## src/rtl/uart_rx_fifo.sv

```systemverilog
// Receive-side byte FIFO for the UART: captures one byte per rising edge of the
// receiver's data-ready level and hands bytes to the host through a FWFT valid/ready port.
module uart_rx_fifo #(
    parameter int DATA_W     = 8,
    parameter int DEPTH_LOG2 = 4,
    parameter int THRESH     = 8
) (
    input  logic                  clk,
    input  logic                  rst,
    input  logic [DATA_W-1:0]     din,
    input  logic                  din_rdy,
    input  logic                  clr,
    input  logic                  ovf_clr,
    output logic [DATA_W-1:0]     m_data,
    output logic                  m_valid,
    input  logic                  m_ready,
    output logic [DEPTH_LOG2:0]   count,
    output logic                  full,
    output logic                  empty,
    output logic                  thresh_hit,
    output logic                  overflow
);

    localparam int DEPTH = 1 << DEPTH_LOG2;
    localparam logic [DEPTH_LOG2:0]   DEPTH_C  = (DEPTH_LOG2 + 1)'(DEPTH);
    localparam logic [DEPTH_LOG2:0]   THRESH_C = (DEPTH_LOG2 + 1)'(THRESH);
    localparam logic [DEPTH_LOG2-1:0] PTR_INC  = (DEPTH_LOG2)'(1'b1);
    localparam logic [DEPTH_LOG2:0]   CNT_INC  = (DEPTH_LOG2 + 1)'(1'b1);

    logic [DATA_W-1:0]     mem_r [DEPTH];
    logic [DEPTH_LOG2-1:0] wr_ptr_r;
    logic [DEPTH_LOG2-1:0] rd_ptr_r;
    logic [DEPTH_LOG2:0]   count_r;
    logic                  din_rdy_q_r;
    logic                  overflow_r;

    logic                  wr_ev_s;
    logic                  pop_s;
    logic                  wr_en_s;
    logic                  ovf_ev_s;
    logic                  full_s;
    logic                  empty_s;

    assign full_s  = (count_r == DEPTH_C);
    assign empty_s = (count_r == {(DEPTH_LOG2 + 1){1'b0}});
    assign wr_ev_s = din_rdy && !din_rdy_q_r;
    assign pop_s   = !empty_s && m_ready;
    // A full FIFO still accepts a byte when the head leaves in the same cycle.
    assign wr_en_s  = wr_ev_s && (!full_s || pop_s);
    assign ovf_ev_s = wr_ev_s && full_s && !pop_s;

    assign m_valid    = !empty_s;
    assign full       = full_s;
    assign empty      = empty_s;
    assign thresh_hit = (count_r >= THRESH_C);
    assign count      = count_r;
    assign overflow   = overflow_r;

    // Head-of-FIFO read; forced to zero while empty so the idle value is defined.
    always_comb begin
        m_data = {DATA_W{1'b0}};
        if (empty_s) begin
            m_data = {DATA_W{1'b0}};
        end else begin
            m_data = mem_r[rd_ptr_r];
        end
    end

    // Storage array, deliberately without reset.
    always_ff @(posedge clk) begin
        if (wr_en_s && !clr) begin
            mem_r[wr_ptr_r] <= din;
        end
    end

    // Pointers, fill count, edge-detect history and sticky overflow.
    always_ff @(posedge clk or posedge rst) begin
        if (rst) begin
            wr_ptr_r    <= {DEPTH_LOG2{1'b0}};
            rd_ptr_r    <= {DEPTH_LOG2{1'b0}};
            count_r     <= {(DEPTH_LOG2 + 1){1'b0}};
            din_rdy_q_r <= 1'b0;
            overflow_r  <= 1'b0;
        end else begin
            // History always follows the level so a held ready never recaptures after clr.
            din_rdy_q_r <= din_rdy;
            if (clr) begin
                wr_ptr_r   <= {DEPTH_LOG2{1'b0}};
                rd_ptr_r   <= {DEPTH_LOG2{1'b0}};
                count_r    <= {(DEPTH_LOG2 + 1){1'b0}};
                overflow_r <= 1'b0;
            end else begin
                if (wr_en_s) begin
                    wr_ptr_r <= wr_ptr_r + PTR_INC;
                end else begin
                    wr_ptr_r <= wr_ptr_r;
                end
                if (pop_s) begin
                    rd_ptr_r <= rd_ptr_r + PTR_INC;
                end else begin
                    rd_ptr_r <= rd_ptr_r;
                end
                case ({wr_en_s, pop_s})
                    2'b10:   count_r <= count_r + CNT_INC;
                    2'b01:   count_r <= count_r - CNT_INC;
                    default: count_r <= count_r;
                endcase
                if (ovf_ev_s) begin
                    overflow_r <= 1'b1;
                end else if (ovf_clr) begin
                    overflow_r <= 1'b0;
                end else begin
                    overflow_r <= overflow_r;
                end
            end
        end
    end

endmodule

```

## config.mk

```make
export PLATFORM = sky130hd
export DESIGN_NAME = uart_rx_fifo
export DESIGN_NICKNAME = d
export VERILOG_FILES = /design/src/rtl/uart_rx_fifo.sv
export SDC_FILE = /design/constraint.sdc
export NUM_CORES = 1
export LEC_CHECK = 0
export ABC_CLOCK_PERIOD_IN_PS = 8250
export BUFFER_PORTS_ARGS = -buffer_cell sky130_fd_sc_hd__buf_2
export CORE_MARGIN = 2
export CORE_UTILIZATION = 50
export CTS_CLUSTER_DIAMETER = 120
export DETAILED_ROUTE_END_ITERATION = 8
export HOLD_SLACK_MARGIN = 0.03
export PLACE_DENSITY = 0.65
export SYNTH_ARGS = -nofsm -noshare
export SYNTH_HDL_FRONTEND = slang
export SYNTH_SLANG_ARGS = --single-unit
```

## constraint.sdc

```tcl
create_clock -name clk -period 8.25 [get_ports clk]
set_input_delay 0 -clock clk [delete_from_list [all_inputs] [get_ports clk]]
set_output_delay 0 -clock clk [all_outputs]
set_load 0.01 [all_outputs]
```

After elaboration in Yosys (flattened, before gate mapping)

Memories as Yosys holds them, arrays and structs flattened.
Index checks and enable logic that the tools add are counted.

Register bits: 15
Latch bits: 0
Bits in writable memories: 128
Bits in read-only memories: 0
Bits of input ports: 14
Output and inout port bits: 18
Logic and storage cells: 43
Memories: 1

Memory list:

| memory | words | width | read ports | clocked after memory_dff | write ports | RTL line | source |
|---|---|---|---|---|---|---|---|
| mem_r  | 16    | 8     | 1          | 0                        | 1           | 30       | `logic [DATA_W-1:0] mem_r [DEPTH];` |

Add/sub/neg operators: 4
$mul: 0
Div/mod/pow operators: 0
$lt $le $gt $ge: 1
Equality and inequality tests: 3
Shift operators: 0
Mux-type cells: 12
Bitwise operators: 0
Reduce and logical (&&, ||, !) cells: 17

Operators with widths:

| operator                                            | number |
|---|---|
| 2-to-1 mux 4 bit                                    | 4 |
| case mux 5 bit (2 select lines)                     | 1 |
| adder 4 x 1 -> 4 bit, second input constant         | 2 |
| 2-to-1 mux 8 bit                                    | 1 |
| logical AND 1 bit                                   | 6 |
| nonzero test 3 bit                                  | 2 |
| adder 5 x 1 -> 5 bit, second input constant         | 1 |
| equality test 5 bit, second input constant          | 1 |
| >= comparator 5 x 4 -> 1 bit, second input constant | 1 |
| zero test 1 bit                                     | 5 |
| zero test 5 bit                                     | 1 |
| 2-to-1 mux 1 bit                                    | 5 |
| 2-to-1 mux 5 bit                                    | 1 |
| subtractor 5 x 1 -> 5 bit, second input constant    | 1 |
| nonzero test 2 bit                                  | 2 |
| equality test 2 x 1 -> 1 bit, second input constant | 1 |
| equality test 2 bit, second input constant          | 1 |
| logical OR 1 bit                                    | 1 |

Depth between registers and ports, before layout

Gate-level depths: netlist (run 1).

Word-level depth: 8
Depth in mapped cells: 9

Least setup slack after synthesis (run 1)

Ideal clock, no wire load.

Path kind: flip-flop to flip-flop
From: register count_r[3] (netlist: count[3])
To: register count_r[4] (netlist: count[4])
Arrival: 2.515 ns
Slack: 5.601 ns
Cell stages (with the launch flop): 10
Path buffers: 0
Clock period less this slack: 2.649 ns
Cells stage by stage: dfrtp_1 > or4_4 > o211ai_2 > inv_1 > ha_1 > nor2_1 > or3_1 > a221o_1 > a32oi_1 > o41ai_1

Cells in the longest elaborated chain, start to end: 8
Elaborated cells between the ends (all ways): 14
Those cells by class: add/sub: 2; eq/ne: 3; mux: 2; reduce/logical: 7

Ends and longest elaborated chain:

| element                                                             | RTL line | source |
|---|---|---|
| start, declared                                                     | 33       | `logic [DEPTH_LOG2:0] count_r;` |
| start signal, assigned                                              | 81       | `count_r <= {(DEPTH_LOG2 + 1){1'b0}};` |
| start signal, assigned                                              | 90       | `count_r <= {(DEPTH_LOG2 + 1){1'b0}};` |
| start signal, assigned                                              | 104      | `2'b10: count_r <= count_r + CNT_INC;` |
| zero test 5 bit                                                     | 45       | `assign empty_s = (count_r == {(DEPTH_LOG2 + 1){1'b0}});` |
| zero test 1 bit                                                     | 47       | `assign pop_s = !empty_s && m_ready;` |
| logical AND 1 bit                                                   | 47       |  |
| logical OR 1 bit                                                    | 49       | `assign wr_en_s = wr_ev_s && (!full_s \|\| pop_s);` |
| logical AND 1 bit                                                   | 49       |  |
| equality test 2 x 1 -> 1 bit or equality test 2 bit (tied branches) | 103      | `case ({wr_en_s, pop_s})` |
| case mux 5 bit (2 select lines)                                     | 103      |  |
| 2-to-1 mux 5 bit                                                    | 87       | `if (clr) begin` |

Parallel ways exist; a longest one is shown, timed or not.
A chain may end at the register's enable or synchronous reset.

Worst setup path in the final report (run 1)

From: register count_r[3] (netlist: count[3])
To: register rd_ptr_r[1]

Cells in the longest elaborated chain, start to end: 4

Ends and longest elaborated chain:

| element                      | RTL line | source |
|---|---|---|
| zero test 5 bit              | 45       |  |
| zero test 1 bit              | 47       |  |
| logical AND 1 bit            | 47       |  |
| nonzero test 2 bit (no line) | n/a      |  |
| end signal, assigned         | 80       | `rd_ptr_r <= {DEPTH_LOG2{1'b0}};` |
| end signal, assigned         | 89       | `rd_ptr_r <= {DEPTH_LOG2{1'b0}};` |
| end signal, assigned         | 99       | `rd_ptr_r <= rd_ptr_r + PTR_INC;` |
| end, declared                | 32       | `logic [DEPTH_LOG2-1:0] rd_ptr_r;` |

No other way between the ends.

==> impl_metrics.py, run 1 <==
metrics = {
    "cells_and_area": {
        "num-fill-cells": 815,
        "layout_common_cells": "128 x edfxtp_1, 40 x mux4_2, 32 x nor2_1",
        "nets": 391,
        "final_area_um2": 6980,
        "layout-drive-gt1-share_pct": 28.7,
        "syn_to_final_growth_pct": 18.1,
        "antenna_cells": 0,
        "mostFrequentLayoutCell": "edfxtp_1",
    },
    "sta": {
        "fin_tns_setup_ns": 0,
        "fin_crit_sh_pct": 35.5,
        "clock.fmax_ghz": 0.342,
        "finalHoldViolations": 0,
        "period_needed_ns": 2.93,
        "slew_violations": 0,
        "finalClockSkew_ns": 0.00647,
        "relSlewSlack_pct": 18.9,
        "tightest_slew_ns": 1.21,
        "rsz0062_at_grt": "no",
        "fin_hold_ws_ns": 0.199,
        "setup_violations": 0,
    },
    "routing": {
        "drt_iter0_drc": 319,
        "drt_drc_violations_left": 0,
        "finalWirelength_um": 12200,
        "vias": 3069,
        "first_pass_iters": 4,
        "ant_nets": 0,
        "wl_per_cell_um": 23.2,
        "avgViaCountPerCell": 5.83,
    },
    "setup_path": {
        "critPathBufInv": 1,
        "cp_slowest_stage_delay_ns": 0.68,
        "cp.arrival_ns": 3.28,
        "criticalPathCategory": "reg -> reg",
        "cp_max_fo": 14,
        "crit_chain": "nor4_1 > nand2_1 > nand2_1 > nand2_1 > a21oi_1 > dlygate4sd3_1",
        "endpoint_kind": "flop",
        "cp_top_family": "simple AND/OR/NAND/NOR gates",
        "path_common_cell": "nand2_1",
        "worstPathRequired_ns": 8.61,
        "cp_slowest_cell": "nor4_1",
        "cp-start-kind": "flop",
    },
    "global_route": {
        "grt_usage_pct": 20.6,
        "grt_pass1_wl_um": 18500,
        "grt_pass1_vias": 3168,
        "overflow": 0,
        "antenna_found_initial": 0,
        "grt_max_degree": 36,
    },
    "die": {
        "die_x_um": 113,
        "core_region_area_um2": 11500,
        "die_h_um": 113,
        "io-pin-count": 32,
        "rows": 39,
        "initial_core_util_pct": 51.6,
        "dieArea_um2": 12700,
    },
    "synthesis": {
        "yosys.area_share.simple_pct": 5.74,
        "synthDistinctLibCells": 37,
        "yosys-mux-area-fraction_pct": 15.6,
        "netlist.area_leader.share_pct": 65.0,
        "syn_avg_cell_area_um2": 18.6,
        "syn-num-nets": 339,
        "ys_warn_count": 0,
        "synthArstFlopShare_pct": 10.5,
        "ys_seq_elements": 143,
        "synth_top_family_by_area": "multiplexers",
        "synth_area_leaders": "edfxtp_1 65%, mux4_2 15%, dfrtp_1 6.3%",
        "synth_compound_area_share_pct": 2.79,
        "synthesis.area_um2": 5910,
        "synth-main-ff-cell": "edfxtp_1",
        "synthAdderAreaFrac_pct": 1.48,
        "synth-edff-count": 128,
        "synth_xor_area_share_pct": 1.19,
        "ys_seq_area_share_pct": 71.4,
        "netlist_instances": 318,
        "yosysTopAreaCell": "edfxtp_1",
    },
    "run_status": {
        "status": "finished, final reports clean",
    },
    "clocking": {
        "ctsResizeCount": 0,
        "tritoncts": "built",
        "clk_pin_slew_worst_paths_ns": 0.06,
        "cts-root-buf": "clkbuf_16",
        "htree_levels": 4,
        "cts-buffers-inserted": 17,
        "clock_latency_ns": 0.42,
        "cts_buffer_depth": 2,
        "cts_sinks": 143,
    },
    "power": {
        "p_clk_share_pct": 39.1,
        "p_switching_mw": 0.555,
        "vdd_ir_drop_max_uv": 168,
        "seqPwrFrac_pct": 39.7,
        "p_total_mw": 2.11,
        "powerDensity_nw_per_um2": 302,
        "p_comb_share_pct": 21.2,
        "swShare_pct": 26.3,
        "p_int_mw": 1.55,
        "p_leak_nw": 2.35,
    },
    "flow_run": {
        "cap_violations": 0,
    },
    "placement": {
        "port_buffers": 31,
        "routabilityCongestion": 0.820,
        "dpl_cell_area_um2": 6190,
        "hpwl_um": 7250,
    },
    "min_path": {
        "worstHoldPathType": "in -> async",
    },
}
-- flip-flops by register name, summed over array words and instances (netlist names) --
name / cells
count: 5
overflow: 1
din_rdy_q_r: 1
mem_r: 128
wr_ptr_r: 4
rd_ptr_r: 4
-- area by class of cell --
type                            count  area (µm²)  area share (%)
Multi-Input combinational cell    151        1590            22.7
Clock buffer                       18         429            6.15
Inverter                            9        33.8           0.484
Clock inverter                     14         215            3.08
Sequential cell                   143        4220            60.4
Timing Repair Buffer               48         320            4.59
Tap cell                          143         179            2.56
-- cells by family (layout without fill, tap and decap cells) --
| family | Yosys count | count (layout) |
|---|---|---|
| simple gates | 72 | 72 |
| fa+ha+maj | 7 | 7 |
| mux | 41 | 41 |
| flops | 143 | 143 |
| compound gates | 23 | 23 |
| buf+inv | 24 | 89 |
| xor+xnor | 8 | 8 |
-- stage by stage --
step                      utilization [%]  setup WS (ns)  std cells
after floorplan                         -           5.60        318
after global placement               54.0           5.50        479
after detailed placement             54.0           5.47        479
after CTS                            60.9           5.33        526
after global routing                 60.9           5.06        526
final                                60.9           5.32        526
-- power by group through the flow --
stage                     Clock [mW]  Combinational [mW]  Sequential [mW]
final                          0.824               0.446            0.836
after global routing           0.864               0.489            0.839
after CTS                      0.835               0.455            0.835
after detailed placement           0               0.447            0.850
after global placement             0               0.440            0.849
after floorplan                    0               0.324            0.840
-- routing by layer --
layer	up-vias	global-route usage, %	share of wire (%)
li1	1375	-	-
met1	1579	27.1	41
met2	105	33.5	51
met3	10	6.43	7.1
met4	0	6.18	0.93
met5	-	0	0
-- worst paths after layout --
check	endpoint	cells past startpoint	from	slack (ns)
worst max-delay path	rd_ptr_r[1]	6	count[3]	5.32
worst min-delay path	count[1]	3	rst	0.20
worst max register to register	rd_ptr_r[1]	6	count[3]	5.32
worst min register to register	wr_ptr_r[3]	2	wr_ptr_r[3]	0.63
max in group asynchronous	rd_ptr_r[0]	3	rst	7.61
min in group clk	din_rdy_q_r	2	din_rdy	0.26
-- worst min-delay path, cell delays in order --
cell           delay, ns
dlygate4sd3_1       0.53
buf_2               0.12
inv_1               0.45
-- synth_stat cells, types with 2 or more instances --
cell type	count
edfxtp_1	128
mux4_2	40
nor2_1	32
dfrtp_1	15
nand2_1	12
clkbuf_1	9
inv_1	9
and2_1	8
a21oi_1	7
ha_1	7
buf_4	4
nand3_1	4
or3_1	4
xnor2_1	4
xor2_1	4
o21ai_0	3
a22oi_1	2
a32oi_1	2
buf_2	2
nor2b_1	2
nor3_1	2
nor4_1	2
or2_2	2
-- repair_timing --
item,in CTS,in global routing
hold buffers,15,0
hold endpoints to repair,157,0
endpoints found under the setup margin,0,0
buffers inserted,0,0
(Power assumes the default switching activity.)
==> inputs of run 2 (changes only) <==
Settings changed: ABC_CLOCK_PERIOD_IN_PS 8250 to 2650, PLACE_DENSITY 0.65 to 0.68.
Clock period 8.25 ns to 2.65 ns, I/O delays scaled along.
==> run 2 against run 1 <==
Worst setup slack worse by 5.3 ns. Critical path depth grew 3. Utilization up 0.055 points. Design area barely moved. Die area is the same. Sequential share of layout area down 0.054 points. Maximum frequency is 13% higher. Hold slack better by 0.014 ns. Sequential power grew to 3.0 times the previous value. Critical path type unchanged.
==> impl_metrics.py, run 2 (synthesis results as in run 1) <==
metrics = {
    "setup_path": {
        "r2r_slack_ns": 0.05,
        "cp-startpoint": "count[3]",
        "r2r_start": "count[3]",
        "worstPathRequired_ns": 2.92,
        "cp.arrival_ns": 2.87,
        "criticalPathCategory": "reg -> reg",
        "cp_max_fo": 4,
        "cp-start-kind": "flop",
        "endpoint_kind": "flop",
    },
    "placement": {
        "hpwl_um": 6930,
        "pre_cts_ws_ns": 0.0212,
        "dpl_cell_area_um2": 6290,
        "port_buffers": 31,
        "routabilityCongestion": 0.810,
    },
    "routing": {
        "vias": 3053,
        "finalWirelength_um": 10600,
        "drt_iter0_drc": 273,
        "first_pass_iters": 4,
        "wl_per_cell_um": 19.8,
        "ant_nets": 0,
        "drt_drc_violations_left": 0,
        "avgViaCountPerCell": 5.70,
    },
    "clocking": {
        "clk_pin_slew_worst_paths_ns": 0.06,
        "cts_buffer_depth": 2,
        "htree_levels": 4,
        "postCtsSetupBuffers": 0,
        "cts-root-buf": "clkbuf_16",
        "tritoncts": "built",
        "cts-buffers-inserted": 17,
        "cts_sinks": 143,
        "clock_latency_ns": 0.41,
    },
    "global_route": {
        "overflow": 0,
        "grt_pass1_vias": 2986,
        "grt_usage_pct": 18.1,
        "grt_pass1_wl_um": 16900,
        "grt_max_degree": 36,
        "antenna_found_initial": 0,
    },
    "sta": {
        "clock.fmax_ghz": 0.385,
        "setup_slack_ns": 0.0531,
        "relSlewSlack_pct": 40.0,
        "finalHoldViolations": 0,
        "rsz0062_at_grt": "yes",
        "period_needed_ns": 2.60,
        "tightest_slew_ns": 0.897,
        "fin_tns_setup_ns": 0,
        "setup_violations": 0,
        "fin_crit_sh_pct": 98.0,
        "slew_violations": 0,
        "finalClockSkew_ns": 0.00788,
    },
    "die": {
        "rows": 39,
        "dieArea_um2": 12700,
        "initial_core_util_pct": 51.6,
        "io-pin-count": 32,
        "die_h_um": 113,
        "core_region_area_um2": 11500,
        "die_x_um": 113,
    },
    "cells_and_area": {
        "layout-drive-gt1-share_pct": 31.3,
        "fin_util_pct": 60.9,
        "nets": 401,
        "syn_to_final_growth_pct": 18.2,
        "largest_reg_flops": 128,
        "multi_input_area_um2": 1610,
        "mostFrequentLayoutCell": "edfxtp_1",
        "antenna_cells": 0,
        "num-fill-cells": 835,
        "regMostFlops": "mem_r",
        "sequential_cell_area_um2": 4220,
        "layout_common_cells": "128 x edfxtp_1, 40 x mux4_2, 32 x nor2_1",
        "final_area_um2": 6990,
    },
    "power": {
        "powerDensity_nw_per_um2": 896,
        "p_leak_nw": 2.35,
        "vdd_ir_drop_max_uv": 500,
    },
    "min_path": {
        "worstHoldPathType": "in -> async",
    },
    "flow_run": {
        "cap_violations": 0,
    },
    "run_status": {
        "status": "finished, final reports clean",
    },
}
## run 2: final timing paths
kind | cells past startpoint | endpoint
hold / removal | 3 | din_rdy_q_r
min in group clk | 2 | din_rdy_q_r
hold reg to reg | 2 | wr_ptr_r[3]
setup reg to reg | 9 | count[4]
max in group asynchronous | 3 | rd_ptr_r[0]
setup / recovery | 9 | count[4]
## run 2: cell type report
cell class	instances	area share, %
clock inverter	13	1.32
sequential	143	60.4
inverter	9	0.483
tap	143	2.56
multi-input combinational	151	23.0
timing repair buffer	58	6.02
clock buffer	19	6.19
## run 2: critical path, cell delays in order, from the launching register on
cell and delay (ns):
dfrtp_1 0.37, or4_4 0.56, o211ai_4 0.25, inv_2 0.09
ha_4 0.28, nor2_1 0.06, or3_1 0.30, a221o_1 0.30
a32oi_1 0.15, o41ai_1 0.09
## run 2: power by group
group | switching [mW] | total, mW | internal, mW
logic | 0.849 | 1.64 | 0.795
registers | 0.0277 | 2.54 | 2.51
clock network | 0.889 | 2.08 | 1.19
total | 1.77 | 6.26 | 4.50
## run 2: per-stage QoR
step	std cells	total power, mW	hold WS (ns)
floorplan	318	3.62	-0.0985
global placement	489	4.15	0.0966
detailed placement	489	4.17	0.103
CTS	536	6.27	0.225
global route	536	6.56	0.253
finish	536	6.26	0.213
## run 2: what timing repair did
action / in CTS / in global routing
gates resized for setup: 0 / 4
hold buffers: 15 / 0
endpoints found under the hold margin: 157 / 0
endpoints found under the setup margin: 0 / 2
## run 2: layer usage
metal | vias up | track usage [%] | wire, µm
met2 | 87 | 25.9 | 4920
li1 | 1389 | - | -
met3 | 9 | 4.71 | 559
met4 | 0 | 5.20 | 70
met5 | - | 0 | 0
met1 | 1568 | 28.0 | 5080
==> inputs of run 3 (changes only) <==
--- a/config.mk
+++ b/config.mk
@@ -10,3 +10,3 @@
 export CORE_MARGIN = 2
-export CORE_UTILIZATION = 50
+export CORE_UTILIZATION = 45
 export CTS_CLUSTER_DIAMETER = 120
@@ -14,3 +14,3 @@
 export HOLD_SLACK_MARGIN = 0.03
-export PLACE_DENSITY = 0.68
+export PLACE_DENSITY = 0.62
 export SYNTH_ARGS = -nofsm -noshare
==> constraint.sdc (replaced) <==
create_clock -name clk -period 2.65 [get_ports clk]
set_input_delay 0.265 -clock clk [delete_from_list [all_inputs] [get_ports clk]]
set_output_delay 0.265 -clock clk [all_outputs]
set_load 0.01 [all_outputs]
==> run 3 against run 2 <==
The run now ends with setup timing left. Count of clock-buffer cells in the layout is 1 lower. Die area is 11% higher. Design area is 4.4% higher. Non-clock buffer count is 11 higher. Power is 8.8% higher. Sequential cell count stayed put. Critical path type is now reg -> out.
==> impl_metrics.py, run 3 (synthesis results as in run 1) <==
metrics = {
    "routing": {
        "avgViaCountPerCell": 5.46,
        "first_pass_iters": 4,
        "vias": 3134,
        "ant_nets": 0,
        "wl_per_cell_um": 21.2,
        "drt_iter0_drc": 213,
        "finalWirelength_um": 12100,
        "drt_drc_violations_left": 0,
    },
    "cells_and_area": {
        "antenna_cells": 0,
        "regMostFlops": "mem_r",
        "layout_common_cells": "128 x edfxtp_1, 40 x mux4_2, 32 x nor2_1",
        "syn_to_final_growth_pct": 23.4,
        "largest_reg_flops": 128,
        "fin_util_pct": 57.3,
        "nets": 412,
        "layout-drive-gt1-share_pct": 38.6,
        "stdcell_count": 574,
        "mostFrequentLayoutCell": "edfxtp_1",
    },
    "sta": {
        "relSlewSlack_pct": 58.4,
        "rsz0062_at_grt": "yes",
        "fin_crit_sh_pct": 101,
        "setup_slack_ns": -0.0321,
        "finalHoldViolations": 0,
        "clock.fmax_ghz": 0.373,
        "tightest_slew_ns": 0.622,
        "finalClockSkew_ns": 0.00663,
        "setup_violations": 4,
        "period_needed_ns": 2.68,
        "slew_violations": 0,
    },
    "setup_path": {
        "cp-start-kind": "flop",
        "r2r_slack_ns": 0.05,
        "reg2reg_to": "count[4]",
        "cp.arrival_ns": 2.42,
        "reg2reg_depth": 9,
        "r2r_start": "count[2]",
        "cp_max_fo": 5,
        "worstPathRequired_ns": 2.38,
        "criticalPathCategory": "reg -> out",
        "crit_end": "m_data[2]",
        "cp-startpoint": "rd_ptr_r[0]",
        "endpoint_kind": "output pin",
    },
    "min_path": {
        "worstHoldPathType": "in -> reg",
    },
    "die": {
        "initial_core_util_pct": 46.5,
        "die_h_um": 119,
        "dieArea_um2": 14100,
        "io-pin-count": 32,
        "die_x_um": 119,
        "rows": 41,
        "core_region_area_um2": 12700,
    },
    "power": {
        "vdd_ir_drop_max_uv": 527,
        "p_leak_nw": 2.50,
        "powerDensity_nw_per_um2": 934,
    },
    "global_route": {
        "overflow": 0,
        "grt_pass1_vias": 3128,
        "grt_max_degree": 36,
        "grt_pass1_wl_um": 18500,
        "antenna_found_initial": 0,
        "grt_usage_pct": 18.4,
    },
    "run_status": {
        "violations": "setup timing",
        "status": "finished, violations left",
    },
    "clocking": {
        "cts-buffers-inserted": 17,
        "clock_latency_ns": 0.41,
        "htree_levels": 4,
        "tritoncts": "built",
        "cts_buffer_depth": 2,
        "cts_sinks": 143,
        "clk_pin_slew_worst_paths_ns": 0.05,
        "cts-root-buf": "clkbuf_16",
    },
    "flow_run": {
        "cap_violations": 0,
    },
    "placement": {
        "routabilityCongestion": 0.833,
        "port_buffers": 31,
        "dp.cells": 534,
        "hpwl_um": 7570,
    },
}
run 3: cell types whose count changed in the layout (fill, tap and decap cells not counted), moves of 5 or more:
cell           change
buf_4             +17
dlygate4sd3_1     -13
buf_6              +7
and2_1             -5
and2_4             +5
buf_2              -5
run 3: how the worst min path moves through the flow:
stage                  from           to  cells past startpoint
detailed placement      rst     count[4]                      2
global route        ovf_clr     overflow                      4
global placement        rst  rd_ptr_r[1]                      2
finish              ovf_clr     overflow                      4
floorplan               rst     count[0]                      1
CTS                 ovf_clr     overflow                      4
run 3: per-layer routing:
layer | track usage, % | part of all wire [%]
met1 | 25.3 | 45
met4 | 6.62 | 1.0
met3 | 4.15 | 3.5
met5 | 0 | 0
met2 | 28.9 | 51
run 3: what timing repair did:
action,CTS,global route
gates resized for setup,11,19
hold buffers,2,0
pin swaps,0,4
cloned,3,1
setup endpoints to repair,8,10
hold endpoints to repair,16,0
setup buffers,5,0
run 3: area by class of cell:
class                   instances  area, µm²
clock buffers                  18        429
inverters                       9       33.8
flip-flops and latches        143       4220
repair buffers                 69        599
fillers                      1028       5430
well taps                     172        215
multi-input cells             151       1650
clock inverters                12        145
run 3: power by group:
group / internal (mW) / switching (mW)
Sequential: 2.51 / 0.0358
Combinational: 1.02 / 0.936
Clock: 1.46 / 0.858
run 3: worst max-delay path, stage by stage (launching register included):
cell	delay, ns
dfrtp_2	0.39
buf_6	0.15
buf_12	0.13
mux4_2	0.53
mux4_2	0.51
and2_4	0.18
buf_6	0.11
run 3: stage by stage:
stage / TNS [ns] / total power, mW / worst slack, ns / cell area, µm² / hold WS, ns
2_1_floorplan: 0 / 3.62 / 0.00136 / 5910 / 0.166
3_3_place_gp: 0 / 4.15 / 0.0551 / 6440 / 0.360
3_5_place_dp: 0 / 4.17 / 0.0190 / 6440 / 0.362
4_1_cts: -0.198 / 6.67 / -0.0441 / 7190 / 0.163
5_1_grt: -0.567 / 7.09 / -0.0887 / 7290 / 0.231
6_report: -0.0665 / 6.81 / -0.0321 / 7290 / 0.172
